File: config.mk
export PLATFORM = sky130hd
export DESIGN_NAME = clock_set_ctrl_flat
export DESIGN_NICKNAME = d
export VERILOG_FILES = /design/src/rtl/clock_set_ctrl_if.sv /design/src/rtl/clock_set_ctrl.sv /design/src/flat_wrapper.sv
export SDC_FILE = /design/constraint.sdc
export NUM_CORES = 1
export LEC_CHECK = 0
export ABC_AREA = 0
export ABC_CLOCK_PERIOD_IN_PS = 2900
export BUFFER_PORTS_ARGS = -buffer_cell sky130_fd_sc_hd__buf_2
export CORE_UTILIZATION = 62
export CTS_CLUSTER_SIZE = 16
export DETAILED_ROUTE_END_ITERATION = 10
export GPL_TIMING_DRIVEN = 0
export PLACE_DENSITY = 0.81
export SYNTH_ARGS = -nofsm -noshare
export SYNTH_HDL_FRONTEND = slang
export SYNTH_SLANG_ARGS = --single-unit
File: constraint.sdc
create_clock -name clk -period 2.9 [get_ports clk]
set_clock_uncertainty 0.1 [all_clocks]
set_input_delay 0.58 -clock clk [delete_from_list [all_inputs] [get_ports clk]]
set_output_delay 0.58 -clock clk [all_outputs]
set_load 0.01 [all_outputs]
File: src/rtl/clock_set_ctrl_if.sv
// Front-panel bus of the clock set controller: debounced keys and the second
// tick in, run/adjust strobes, blink masks and mode out.
interface clock_set_ctrl_if;
  logic       sec_tick;
  logic       key_mode;
  logic       key_up;
  logic       key_ten;
  logic       en;
  logic       adjust_hour;
  logic       adjust_minute;
  logic       adjust_minute_10;
  logic       blink_hour;
  logic       blink_min;
  logic [1:0] mode;

  modport master (
    output sec_tick, key_mode, key_up, key_ten,
    input  en, adjust_hour, adjust_minute, adjust_minute_10,
    input  blink_hour, blink_min, mode
  );

  modport slave (
    input  sec_tick, key_mode, key_up, key_ten,
    output en, adjust_hour, adjust_minute, adjust_minute_10,
    output blink_hour, blink_min, mode
  );
endinterface

File: src/rtl/clock_set_ctrl.sv
// Mode sequencer for the clock counter chain: turns key levels into run enable,
// single-cycle adjust strobes with auto-repeat, idle timeout and blink masks.
module clock_set_ctrl #(
  parameter int unsigned REPEAT_DELAY  = 500,
  parameter int unsigned REPEAT_PERIOD = 100,
  parameter int unsigned BLINK_HALF    = 250,
  parameter int unsigned TIMEOUT       = 60000
) (
  input  logic             clk,
  input  logic             rst_n,
  clock_set_ctrl_if.slave  bus
);

  typedef enum logic [1:0] {
    ST_RUN      = 2'd0,
    ST_SET_HOUR = 2'd1,
    ST_SET_MIN  = 2'd2
  } state_t;

  localparam logic [15:0] DELAY_C      = 16'(REPEAT_DELAY);
  localparam logic [15:0] PERIOD_C     = 16'(REPEAT_PERIOD);
  localparam logic [15:0] BLINK_LAST_C = 16'(BLINK_HALF - 1);
  localparam logic [15:0] IDLE_LAST_C  = 16'(TIMEOUT - 1);

  function automatic logic [15:0] sat_inc(input logic [15:0] v);
    return (v == 16'hFFFF) ? v : v + 16'd1;
  endfunction

  state_t      state_r;
  logic        key_mode_q_r;
  logic        key_up_q_r;
  logic        key_ten_q_r;
  logic        hold_act_r;
  logic        rpt_on_r;
  logic [15:0] hold_r;
  logic [15:0] per_r;
  logic [15:0] idle_r;
  logic [15:0] blink_cnt_r;
  logic        phase_r;
  logic        en_r;
  logic        adj_hour_r;
  logic        adj_min_r;
  logic        adj_min10_r;
  logic        blink_hour_r;
  logic        blink_min_r;

  logic        mode_edge_s;
  logic        up_edge_s;
  logic        ten_edge_s;
  logic        in_set_s;
  logic        timeout_s;
  logic        adj_ok_s;
  logic        delay_hit_s;
  logic        period_hit_s;
  logic        up_pulse_s;
  logic        ten_pulse_s;
  state_t      state_nxt_s;
  logic        hold_act_nxt_s;
  logic        rpt_on_nxt_s;
  logic [15:0] hold_nxt_s;
  logic [15:0] per_nxt_s;
  logic [15:0] idle_nxt_s;
  logic [15:0] blink_cnt_nxt_s;
  logic        phase_nxt_s;

  assign bus.en               = en_r;
  assign bus.adjust_hour      = adj_hour_r;
  assign bus.adjust_minute    = adj_min_r;
  assign bus.adjust_minute_10 = adj_min10_r;
  assign bus.blink_hour       = blink_hour_r;
  assign bus.blink_min        = blink_min_r;
  assign bus.mode             = state_r;

  // Edge detection, mode sequencing and adjust/repeat/timeout/blink next values.
  always_comb begin
    mode_edge_s     = bus.key_mode & ~key_mode_q_r;
    up_edge_s       = bus.key_up & ~key_up_q_r;
    ten_edge_s      = bus.key_ten & ~key_ten_q_r;
    in_set_s        = (state_r == ST_SET_HOUR) || (state_r == ST_SET_MIN);
    timeout_s       = in_set_s && !mode_edge_s && !up_edge_s && !ten_edge_s &&
                      (idle_r >= IDLE_LAST_C);
    state_nxt_s     = ST_RUN;
    hold_act_nxt_s  = 1'b0;
    rpt_on_nxt_s    = 1'b0;
    hold_nxt_s      = 16'd0;
    per_nxt_s       = 16'd0;
    idle_nxt_s      = 16'd0;
    blink_cnt_nxt_s = 16'd0;
    phase_nxt_s     = 1'b0;

    case (state_r)
      ST_RUN: begin
        if (mode_edge_s) state_nxt_s = ST_SET_HOUR;
        else             state_nxt_s = ST_RUN;
      end
      ST_SET_HOUR: begin
        if (mode_edge_s)    state_nxt_s = ST_SET_MIN;
        else if (timeout_s) state_nxt_s = ST_RUN;
        else                state_nxt_s = ST_SET_HOUR;
      end
      ST_SET_MIN: begin
        if (mode_edge_s)    state_nxt_s = ST_RUN;
        else if (timeout_s) state_nxt_s = ST_RUN;
        else                state_nxt_s = ST_SET_MIN;
      end
      default: state_nxt_s = ST_RUN;
    endcase

    // A mode edge or a timeout in this cycle suppresses every adjust.
    adj_ok_s     = in_set_s && !mode_edge_s && !timeout_s;
    delay_hit_s  = hold_act_r && !rpt_on_r && (hold_r == DELAY_C);
    period_hit_s = hold_act_r && rpt_on_r && (per_r == PERIOD_C);
    up_pulse_s   = adj_ok_s && bus.key_up &&
                   (up_edge_s || delay_hit_s || period_hit_s);
    ten_pulse_s  = adj_ok_s && ten_edge_s && (state_r == ST_SET_MIN);

    if (!adj_ok_s || !bus.key_up) begin
      hold_act_nxt_s = 1'b0;
      rpt_on_nxt_s   = 1'b0;
      hold_nxt_s     = 16'd0;
      per_nxt_s      = 16'd0;
    end else if (up_edge_s) begin
      hold_act_nxt_s = 1'b1;
      rpt_on_nxt_s   = 1'b0;
      hold_nxt_s     = 16'd1;
      per_nxt_s      = 16'd0;
    end else if (hold_act_r) begin
      hold_act_nxt_s = 1'b1;
      hold_nxt_s     = sat_inc(hold_r);
      if (delay_hit_s) begin
        rpt_on_nxt_s = 1'b1;
        per_nxt_s    = 16'd1;
      end else if (period_hit_s) begin
        rpt_on_nxt_s = 1'b1;
        per_nxt_s    = 16'd1;
      end else begin
        rpt_on_nxt_s = rpt_on_r;
        per_nxt_s    = rpt_on_r ? sat_inc(per_r) : per_r;
      end
    end else begin
      hold_act_nxt_s = 1'b0;
      rpt_on_nxt_s   = 1'b0;
      hold_nxt_s     = 16'd0;
      per_nxt_s      = 16'd0;
    end

    // Repeat pulses deliberately leave the idle counter running.
    if (!in_set_s || mode_edge_s || up_edge_s || ten_edge_s ||
        (state_nxt_s != state_r)) begin
      idle_nxt_s = 16'd0;
    end else begin
      idle_nxt_s = sat_inc(idle_r);
    end

    if ((state_nxt_s == ST_RUN) || (state_nxt_s != state_r) ||
        up_pulse_s || ten_pulse_s) begin
      blink_cnt_nxt_s = 16'd0;
      phase_nxt_s     = 1'b0;
    end else if (blink_cnt_r >= BLINK_LAST_C) begin
      blink_cnt_nxt_s = 16'd0;
      phase_nxt_s     = ~phase_r;
    end else begin
      blink_cnt_nxt_s = blink_cnt_r + 16'd1;
      phase_nxt_s     = phase_r;
    end
  end

  // Mode FSM, key history, counters and all registered outputs.
  always_ff @(posedge clk or negedge rst_n) begin
    if (!rst_n) begin
      state_r      <= ST_RUN;
      key_mode_q_r <= 1'b1;
      key_up_q_r   <= 1'b1;
      key_ten_q_r  <= 1'b1;
      hold_act_r   <= 1'b0;
      rpt_on_r     <= 1'b0;
      hold_r       <= 16'd0;
      per_r        <= 16'd0;
      idle_r       <= 16'd0;
      blink_cnt_r  <= 16'd0;
      phase_r      <= 1'b0;
      en_r         <= 1'b0;
      adj_hour_r   <= 1'b0;
      adj_min_r    <= 1'b0;
      adj_min10_r  <= 1'b0;
      blink_hour_r <= 1'b0;
      blink_min_r  <= 1'b0;
    end else begin
      state_r      <= state_nxt_s;
      key_mode_q_r <= bus.key_mode;
      key_up_q_r   <= bus.key_up;
      key_ten_q_r  <= bus.key_ten;
      hold_act_r   <= hold_act_nxt_s;
      rpt_on_r     <= rpt_on_nxt_s;
      hold_r       <= hold_nxt_s;
      per_r        <= per_nxt_s;
      idle_r       <= idle_nxt_s;
      blink_cnt_r  <= blink_cnt_nxt_s;
      phase_r      <= phase_nxt_s;
      en_r         <= bus.sec_tick && (state_r == ST_RUN);
      adj_hour_r   <= up_pulse_s && (state_r == ST_SET_HOUR);
      adj_min_r    <= up_pulse_s && (state_r == ST_SET_MIN);
      adj_min10_r  <= ten_pulse_s;
      blink_hour_r <= phase_nxt_s && (state_nxt_s == ST_SET_HOUR);
      blink_min_r  <= phase_nxt_s && (state_nxt_s == ST_SET_MIN);
    end
  end

endmodule

File: src/flat_wrapper.sv
// flat-port wrapper written by rule: the top's interface ports become plain ports
module clock_set_ctrl_flat 
#(
  parameter int unsigned REPEAT_DELAY  = 500,
  parameter int unsigned REPEAT_PERIOD = 100,
  parameter int unsigned BLINK_HALF    = 250,
  parameter int unsigned TIMEOUT       = 60000
)
  (clk, rst_n, bus_sec_tick, bus_key_mode, bus_key_up, bus_key_ten, bus_en, bus_adjust_hour, bus_adjust_minute, bus_adjust_minute_10, bus_blink_hour, bus_blink_min, bus_mode);
  clock_set_ctrl_if bus_i ();
  input  logic clk;
  input  logic rst_n;
  input wire logic [$bits(bus_i.sec_tick)-1:0] bus_sec_tick;
  input wire logic [$bits(bus_i.key_mode)-1:0] bus_key_mode;
  input wire logic [$bits(bus_i.key_up)-1:0] bus_key_up;
  input wire logic [$bits(bus_i.key_ten)-1:0] bus_key_ten;
  output wire logic [$bits(bus_i.en)-1:0] bus_en;
  output wire logic [$bits(bus_i.adjust_hour)-1:0] bus_adjust_hour;
  output wire logic [$bits(bus_i.adjust_minute)-1:0] bus_adjust_minute;
  output wire logic [$bits(bus_i.adjust_minute_10)-1:0] bus_adjust_minute_10;
  output wire logic [$bits(bus_i.blink_hour)-1:0] bus_blink_hour;
  output wire logic [$bits(bus_i.blink_min)-1:0] bus_blink_min;
  output wire logic [$bits(bus_i.mode)-1:0] bus_mode;
  assign bus_i.sec_tick = bus_sec_tick;
  assign bus_i.key_mode = bus_key_mode;
  assign bus_i.key_up = bus_key_up;
  assign bus_i.key_ten = bus_key_ten;
  assign bus_en = bus_i.en;
  assign bus_adjust_hour = bus_i.adjust_hour;
  assign bus_adjust_minute = bus_i.adjust_minute;
  assign bus_adjust_minute_10 = bus_i.adjust_minute_10;
  assign bus_blink_hour = bus_i.blink_hour;
  assign bus_blink_min = bus_i.blink_min;
  assign bus_mode = bus_i.mode;
  clock_set_ctrl #(.REPEAT_DELAY(REPEAT_DELAY), .REPEAT_PERIOD(REPEAT_PERIOD), .BLINK_HALF(BLINK_HALF), .TIMEOUT(TIMEOUT)) u_core (.clk(clk), .rst_n(rst_n), .bus(bus_i));
endmodule
# ---- Word-level counts from Yosys, hierarchy flattened
# Cells that the tools add are included.
dict set report classes {
  n_addsub 4
  order_cmp 2
  n_eq_ne 15
  mux 31
  n_bitwise 7
  reduce_logical 40
}
# op count
set op_table {}
lappend op_table {{16-bit two-way mux} 15}
lappend op_table {{16-bit by 1-bit adder with 16-bit output, second input constant} 4}
lappend op_table {{16-bit equality test, second input constant} 3}
lappend op_table {{1-bit logical AND} 18}
lappend op_table {{16-bit by 7-bit equality test with 1-bit output, second input constant} 1}
lappend op_table {{16-bit by 9-bit equality test with 1-bit output, second input constant} 1}
lappend op_table {{16-bit >= comparator, second input constant} 1}
lappend op_table {{16-bit by 8-bit >= comparator with 1-bit output, second input constant} 1}
lappend op_table {{1-bit two-way mux} 12}
lappend op_table {{6-bit inequality test, second input constant} 2}
lappend op_table {{1-bit logical OR} 11}
lappend op_table {{1-bit zero test} 8}
lappend op_table {{2-bit two-way mux} 3}
lappend op_table {{2-bit one-hot mux with 3 select lines} 1}
lappend op_table {{5-bit inequality test, second input constant} 1}
lappend op_table {{2-bit by 1-bit equality test with 1-bit output, second input constant} 2}
lappend op_table {{2-bit equality test, second input constant} 2}
lappend op_table {{2-bit zero test} 2}
lappend op_table {{4-bit inequality test, second input constant} 1}
lappend op_table {{1-bit NOT} 4}
lappend op_table {{1-bit AND} 3}
lappend op_table {{2-bit by 1-bit inequality test with 1-bit output, second input constant} 1}
lappend op_table {{2-bit inequality test} 1}
lappend op_table {{2-bit AND reduction} 1}
dict set report totals {
  regBits 78
  inputBits 6
  output_inout_bits 8
  wordCells 116
}

# ---- Logic depth before layout (Yosys ltp)
# Gate-level depths: netlist of the first run.
dict set report logic_depth {
  ltp_word 16
  ltp_mapped 9
  ltp_nobuf 9
}

# ---- Worst setup path after synthesis of the first run
# Ideal clock, no wire load.
dict set report synth_timing {
  path_kind {register to register}
  startpoint {register u_core.state_r[0], in the netlist u_core.bus.mode[0]}
  endpoint {register u_core.blink_cnt_r[0]}
  setup_ns 0.140
  t_arrival_ns 2.068
  required_time_ns 2.660
  path_slack_ns 0.592
  stages_incl_launch_ff 9
  n_path_buf 0
  period_less_slack_ns 2.308
  path_cell_list {dfrtp_1 -> inv_1 -> ha_1 -> nand2_1 -> nor3_4 -> and2_2 -> o21ai_0 -> a41oi_4 -> nor4_1}
}
dict set report synth_via {
  elab_chain_len 14
  word_cells_on_any_way 25
  classes_between {3 x eq/ne; 6 x mux; 16 x reduce/logical}
}
# item line
set synth_lines {}
lappend synth_lines {{start: declaration} clock_set_ctrl.sv:29} ;# state_t state_r;
lappend synth_lines {{start signal: assignment} clock_set_ctrl.sv:189} ;# state_r <= state_nxt_s;
lappend synth_lines {{2-bit by 1-bit equality test with 1-bit output or 2-bit equality test (tied branches)} {clock_set_ctrl.sv:79, clock_set_ctrl.sv:91, clock_set_ctrl.sv:115}}
lappend synth_lines {{1-bit logical OR} clock_set_ctrl.sv:79} ;# in_set_s = (state_r == ST_SET_HOUR) || (state_r == ST_SET_MIN);
lappend synth_lines {{1-bit logical AND} {clock_set_ctrl.sv:80, clock_set_ctrl.sv:110}}
lappend synth_lines {{1-bit logical AND (3 in a row)} clock_set_ctrl.sv:80} ;# timeout_s = in_set_s && !mode_edge_s && !up_edge_s && !ten_edge_s &&
lappend synth_lines {{1-bit two-way mux or 2-bit two-way mux (tied branches)} {clock_set_ctrl.sv:98, clock_set_ctrl.sv:103}}
lappend synth_lines {{2-bit two-way mux (on tied branches)} {clock_set_ctrl.sv:97, clock_set_ctrl.sv:102}}
lappend synth_lines {{2-bit one-hot mux with 3 select lines} clock_set_ctrl.sv:91} ;# case (state_r)
lappend synth_lines {{2-bit inequality test or 2-bit zero test (tied branches)} clock_set_ctrl.sv:155} ;# if ((state_nxt_s == ST_RUN) || (state_nxt_s != state_r) ||
lappend synth_lines {{1-bit logical OR (2 in a row)} clock_set_ctrl.sv:155}
lappend synth_lines {{1-bit logical OR (*)} clock_set_ctrl.sv:156} ;# up_pulse_s || ten_pulse_s) begin
lappend synth_lines {{16-bit two-way mux (*)} clock_set_ctrl.sv:155}
lappend synth_lines {{via u_core.blink_cnt_nxt_s[0]} clock_set_ctrl.sv:63} ;# logic [15:0] blink_cnt_nxt_s;
lappend synth_lines {{end signal: assignment} clock_set_ctrl.sv:198} ;# blink_cnt_r <= blink_cnt_nxt_s;
lappend synth_lines {{end: declaration} clock_set_ctrl.sv:38} ;# logic [15:0] blink_cnt_r;
# The timed path passes the listed nets; every way through them passes the cells marked *.
# A chain may end at the register's enable or synchronous reset.

# ---- Final worst setup path of the first run
dict set report layout_timing {
  startpoint {register u_core.state_r[0], in the netlist u_core.bus.mode[0]}
  endpoint {register u_core.blink_cnt_r[7]}
}
# Same word-level chain as after synthesis.

==> flow_summary.json, run 1 <==
{
  "grt_pass1_vias": 2770,
  "timing.rr.end": "u_core.blink_cnt_r[7]$_DFF_PN0_",
  "crit_arrival_ns": 2.76,
  "m1WireLength_um": 3323,
  "nNetsFinal": 443,
  "setup_violations": 0,
  "maxCapViolCount": 0,
  "holdWs_ns": 0.02132,
  "die_h_um": 81.74,
  "diodes": 0,
  "cts_setup_buffers": 0,
  "synthTopCellsByArea": "dfrtp_1, nor2_1, xor2_1",
  "antenna_found_initial": 0,
  "cp.required_ns": 3.00,
  "finalSetupTns_ns": 0,
  "drv_slew": 0,
  "h-tree-depth": 3,
  "period_minus_slack_ns": 2.658,
  "fill_cells": 478,
  "routed_wl_um": 6934,
  "cp_max_fo": 10,
  "clk_pin_slew_ns": 0.08,
  "peakVddDrop_mv": 0.3855,
  "finalCritPeriodShare_pct": 91.66,
  "synthArstFlopShare_pct": 100.0,
  "hpwl_um": 4847,
  "clkLatencyLatePin_ns": 0.34,
  "numCtsBuffers": 9,
  "synth_cell_types": 52,
  "power.leakage_nw": 1.770,
  "dr.pass1.iters": 4,
  "core_mm2": 0.006026,
  "initial_core_util_pct": 65.43,
  "cts-resized-gates": 0,
  "critical_path_class": "flop to flop",
  "top_layer_used": "met4",
  "slew_headroom_pct": 56.43,
  "ys_seq_area_share_pct": 49.60,
  "r2r_cells": 8,
  "drt_iter0_drc": 110,
  "io_pins": 14,
  "syn_inst": 393,
  "min_path_type": "input port to async pin",
  "startpoint_type": "flop",
  "cts_tree": "built",
  "endpoint_kind": "flop",
  "ctsRootBufferMaster": "clkbuf_8",
  "clkSinkCount": 78,
  "place_congestion": 0.8442,
  "track_usage_pct": 24.70,
  "row_count": 28,
  "drc": 0,
  "wl_met3_um": 212,
  "ant_nets": 0,
  "wl_met2_um": 3347,
  "synthFlopType": "dfrtp_1",
  "yosys_register_bits": 78,
  "rsz0062_at_grt": "no",
  "r2r_setup_slack_ns": 0.24,
  "max_freq_mhz": 376.2,
  "yosysWarnings": 0,
  "overflow": 0,
  "post_drt_wl_per_cell_um": 13.73,
  "fin_total_pwr_mw": 2.345,
  "die_area_mm2": 0.006681,
  "synth_edf_count": 0,
  "numPortBuffers": 13,
  "synth.avg_cell_area_um2": 10.03,
  "hold_violations": 0,
  "dpl_cell_area_mm2": 0.004158,
  "vias_per_cell": 5.539,
  "clockBufferDepth": 2,
  "yosysTopAreaCellShare_pct": 47.60,
  "vias": 2797,
  "fin_area_mm2": 0.004320,
  "die_w_um": 81.74,
  "area_growth_pct": 9.584,
  "tightest_slew_ns": 0.6496,
  "outcome": "finished clean",
  "reg2reg_from": "u_core.bus.mode[0]$_DFF_PN0_",
  "powerDensity_mw_per_mm2": 542.8,
  "yosys.area.top_type": "dfrtp_1",
  "grt_pass1_wl_um": 12470,
  "synth_area_mm2": 0.003943,
  "grt_max_degree": 58,
  "drive_gt1_share_pct": 11.16,
  "cts_hold_buffers": 0
}
==> power breakdown <==
part	internal, mW	leakage [nW]	total (mW)	switching (mW)
combinational	0.183	0.630	0.465	0.282
clock	0.333	0.0844	0.689	0.356
sequential	1.14	1.06	1.19	0.0532
==> critical path: stages (launching register included) <==
cell and delay (ns):
dfrtp_1 0.52, inv_1 0.14, ha_1 0.33, nand2_1 0.09
nor3_4 0.30, and2_2 0.24, o21ai_0 0.24, a41oi_4 0.44
nor4_1 0.13
==> cells in the mapped netlist, drive strengths merged, types with 2 or more instances <==
library cell	number
a211oi	3
a21oi	13
a41oi	3
and2	7
and3	4
and4	2
buf	2
clkbuf	3
dfrtp	75
dfstp	3
ha	12
inv	14
mux2i	2
nand2	33
nand2b	2
nand3	23
nand4	17
nand4b	3
nor2	63
nor2b	2
nor3	16
nor3b	2
nor4	15
nor4b	2
nor4bb	2
o21a	2
o21ai	5
or2	2
or3	4
xnor2	23
xor2	25
==> worst max path at each step <==
stage	startpoint	end	slack, ns	cells past startpoint
detailed placement	u_core.bus.mode[0]$_DFF_PN0_	u_core.blink_cnt_r[7]$_DFF_PN0_	0.28	8
global placement	u_core.bus.mode[0]$_DFF_PN0_	u_core.blink_cnt_r[5]$_DFF_PN0_	0.35	8
global route	u_core.bus.mode[0]$_DFF_PN0_	u_core.blink_cnt_r[7]$_DFF_PN0_	0.06	8
finish	u_core.bus.mode[0]$_DFF_PN0_	u_core.blink_cnt_r[7]$_DFF_PN0_	0.24	8
CTS	u_core.bus.mode[0]$_DFF_PN0_	u_core.hold_r[4]$_DFFE_PN0P_	0.21	8
floorplan	u_core.bus.mode[0]$_DFF_PN0_	u_core.blink_cnt_r[0]$_DFF_PN0_	0.59	8
==> state kept, by name (all words and copies together), names as in the netlist, 2 cells and up <==
signal and count:
u_core.blink_cnt_r 16, u_core.hold_r 16, u_core.idle_r 16, u_core.per_r 16
u_core.bus.mode 2
==> per-stage QoR <==
stage	setup WS, ns	std cells	util, %
2_1_floorplan	0.5923	400	-
3_3_place_gp	0.3523	488	68.50
3_5_place_dp	0.2796	489	69.00
4_1_cts	0.2148	505	71.70
5_1_grt	0.05602	505	71.70
6_report	0.2418	505	71.70
==> layout make-up <==
cell class | count | area, um^2 | area share (%)
sequential | 78 | 1956 | 45.27
multi-input combinational | 303 | 1933 | 44.74
clock buffer | 14 | 152.6 | 3.533
timing repair buffer | 14 | 95.09 | 2.201
tap | 75 | 93.84 | 2.172
inverter | 14 | 52.55 | 1.216
buffer | 5 | 27.53 | 0.6371
clock inverter | 2 | 10.01 | 0.2317
==> placed cells by master, fill, tap and decap left out, types with 3 or more instances in the layout <==
| master | n |
|---|---|
| nand4_1 | 14 |
| nand4b_1 | 3 |
| inv_1 | 14 |
| conb_1 | 8 |
| o21ai_0 | 4 |
| nor2_1 | 63 |
| nand2_1 | 33 |
| nor4_1 | 14 |
| xor2_1 | 25 |
| a21oi_1 | 9 |
| dfrtp_1 | 75 |
| nand3_1 | 22 |
| and3_1 | 4 |
| a21oi_2 | 3 |
| or3_1 | 3 |
| nor3_1 | 15 |
| ha_1 | 12 |
| a211oi_1 | 3 |
| xnor2_1 | 22 |
| buf_2 | 13 |
| clkbuf_8 | 10 |
| nand4_2 | 3 |
| dfstp_2 | 3 |
| and2_1 | 6 |
| clkbuf_1 | 7 |
==> cell families (layout without fill, tap and decap cells) <==
group / Yosys count / after routing / synth area share [%]
AOI/OAI and AO/OA: 30 / 30 / 5.871
xor gates and xnor gates: 48 / 48 / 10.85
adders and majority gates: 12 / 12 / 3.808
buffers and inverters: 19 / 49 / 2.031
DFF: 78 / 78 / 49.60
muxes: 2 / 2 / 0.5078
other: 1 / 8 / 0.09512
and+or+nand+nor: 203 / 203 / 27.23
==> routing by layer <==
layer	up-vias	global-route usage [%]
met4	0	8.596
met3	4	7.111
met2	38	39.17
li1	1420	-
met1	1335	32.34
met5	-	0
No activity file was read; power rests on OpenSTA's default activity.
==> run 2, diff against run 1 <==
CORE_MARGIN = 10   (was not set)
==> flow_summary.json, run 2 (synthesized netlist as in run 1, its figures left out) <==
{
  "cts_tree": "built",
  "cts_hold_buffers": 0,
  "crit_arrival_ns": 2.74,
  "mostFrequentLayoutCell": "dfrtp_1",
  "dr.pass1.iters": 4,
  "overflow": 0,
  "max_freq_mhz": 380.8,
  "diodes": 0,
  "place_congestion": 0.7915,
  "tightest_slew_ns": 0.5877,
  "grt_pass1_vias": 2934,
  "drt_iter0_drc": 99,
  "period_minus_slack_ns": 2.626,
  "powerDensity_mw_per_mm2": 603.0,
  "r2r_cells": 8,
  "m1WireLength_um": 3326,
  "vias_per_cell": 5.701,
  "initial_core_util_pct": 65.05,
  "cp_max_fo": 10,
  "cp.required_ns": 3.02,
  "drv_slew": 0,
  "row_count": 28,
  "multiInputGateArea_mm2": 0.001933,
  "p_clk_share_pct": 37.4,
  "endpoint_kind": "flop",
  "grt_pass1_wl_um": 12940,
  "p_sw_share_pct": 26.95,
  "wl_met2_um": 3750,
  "top_layer_used": "met4",
  "maxCapViolCount": 0,
  "outcome": "finished clean",
  "power.leakage_nw": 1.809,
  "finalCritPeriodShare_pct": 90.56,
  "track_usage_pct": 15.88,
  "h-tree-depth": 3,
  "slew_headroom_pct": 60.58,
  "die_h_um": 99.74,
  "routed_wl_um": 7424,
  "clkLatencyLatePin_ns": 0.35,
  "die_w_um": 99.74,
  "seq_area_mm2": 0.001956,
  "clk_pin_slew_ns": 0.08,
  "die_area_mm2": 0.009948,
  "clockBufferDepth": 2,
  "core_mm2": 0.006061,
  "drc": 0,
  "antenna_found_initial": 0,
  "cts_setup_buffers": 0,
  "final_util_pct": 72.71,
  "min_path_type": "input port to async pin",
  "rsz0062_at_grt": "no",
  "critical_path_class": "flop to flop",
  "clkSinkCount": 78,
  "reg2reg_from": "u_core.bus.mode[0]$_DFF_PN0_",
  "io_pins": 14,
  "timing.rr.end": "u_core.hold_r[4]$_DFFE_PN0P_",
  "cts-resized-gates": 0,
  "wl_met3_um": 223,
  "r2r_setup_slack_ns": 0.27,
  "power_frac_seq_pct": 44.9,
  "ctsRootBufferMaster": "clkbuf_8",
  "area_growth_pct": 11.77,
  "startpoint_type": "flop",
  "hpwl_um": 5324,
  "vias": 2879,
  "power_frac_comb_pct": 17.7,
  "numCtsBuffers": 9,
  "numPortBuffers": 13,
  "grt_max_degree": 59,
  "p_int_mw": 1.941,
  "p_sw_mw": 0.7162,
  "finalSetupTns_ns": 0,
  "final_cell_mix": "dfrtp_1, nor2_1, nand2_1",
  "ant_nets": 0,
  "post_drt_wl_per_cell_um": 14.70,
  "nNetsFinal": 443,
  "peakVddDrop_mv": 0.5489,
  "fill_cells": 443,
  "setup_violations": 0,
  "hold_violations": 0,
  "drive_gt1_share_pct": 11.63
}
[run 2: changes by cell type in the layout (fill, tap and decap cells not counted)]
cell,change
bufinv_16,+3
clkbuf_1,-2
clkbuf_8,+1
clkinv_2,-2
[run 2: cell type report]
type / instances / share of cell area (%)
Sequential cell: 78 / 44.38
Timing Repair Buffer: 14 / 2.158
Buffer: 5 / 0.6246
Inverter: 14 / 1.193
Clock buffer: 13 / 3.606
Clock inverter: 3 / 2.044
Multi-Input combinational cell: 303 / 43.87
Tap cell: 75 / 2.129
[run 2: power by group through the flow]
stage / clock (mW) / combinational [mW] / sequential, mW
finish: 0.994 / 0.469 / 1.19
global route: 1.06 / 0.523 / 1.20
CTS: 1.02 / 0.475 / 1.19
detailed placement: 0 / 0.471 / 1.22
global placement: 0 / 0.452 / 1.21
floorplan: 0 / 0.333 / 1.22
[run 2: critical path, stage by stage (launching register included)]
cell      delay (ns)
dfrtp_1         0.51
inv_1           0.15
ha_1            0.33
nand2_1         0.09
nor3_4          0.31
a21oi_2         0.13
nand3b_1        0.34
clkbuf_1        0.44
nor2_1          0.10
[run 2: worst max-delay path by stage]
stage | startpoint | to | slack [ns] | cells past startpoint
2_1_floorplan | u_core.bus.mode[0]$_DFF_PN0_ | u_core.blink_cnt_r[0]$_DFF_PN0_ | 0.59 | 8
4_1_cts | u_core.bus.mode[0]$_DFF_PN0_ | u_core.hold_r[15]$_DFFE_PN0P_ | 0.27 | 8
3_5_place_dp | u_core.bus.mode[0]$_DFF_PN0_ | u_core.hold_r[15]$_DFFE_PN0P_ | 0.29 | 8
5_1_grt | u_core.bus.mode[0]$_DFF_PN0_ | u_core.hold_r[4]$_DFFE_PN0P_ | 0.06 | 8
6_report | u_core.bus.mode[0]$_DFF_PN0_ | u_core.hold_r[4]$_DFFE_PN0P_ | 0.27 | 8
3_3_place_gp | u_core.bus.mode[0]$_DFF_PN0_ | u_core.blink_cnt_r[6]$_DFF_PN0_ | 0.34 | 8
[run 2: through the flow]
step / cells / area [um^2] / power [mW] / setup slack [ns] / hold slack, ns
after floorplan: 400 / 3969 / 1.549 / 0.5923 / 0.1844
after global placement: 488 / 4128 / 1.663 / 0.3380 / 0.4322
after detailed placement: 489 / 4158 / 1.686 / 0.2904 / 0.3903
after CTS: 505 / 4407 / 2.690 / 0.2692 / 0.002071
after global routing: 505 / 4407 / 2.779 / 0.06208 / 0.01490
final: 505 / 4407 / 2.657 / 0.2738 / 0.005741
[run 2: metal layers]
metal  track usage (%)  up-vias
li1                  -     1419
met1             18.77     1411
met2             26.28       37
met3             4.221       12
met4             7.387        0
met5                 0        -
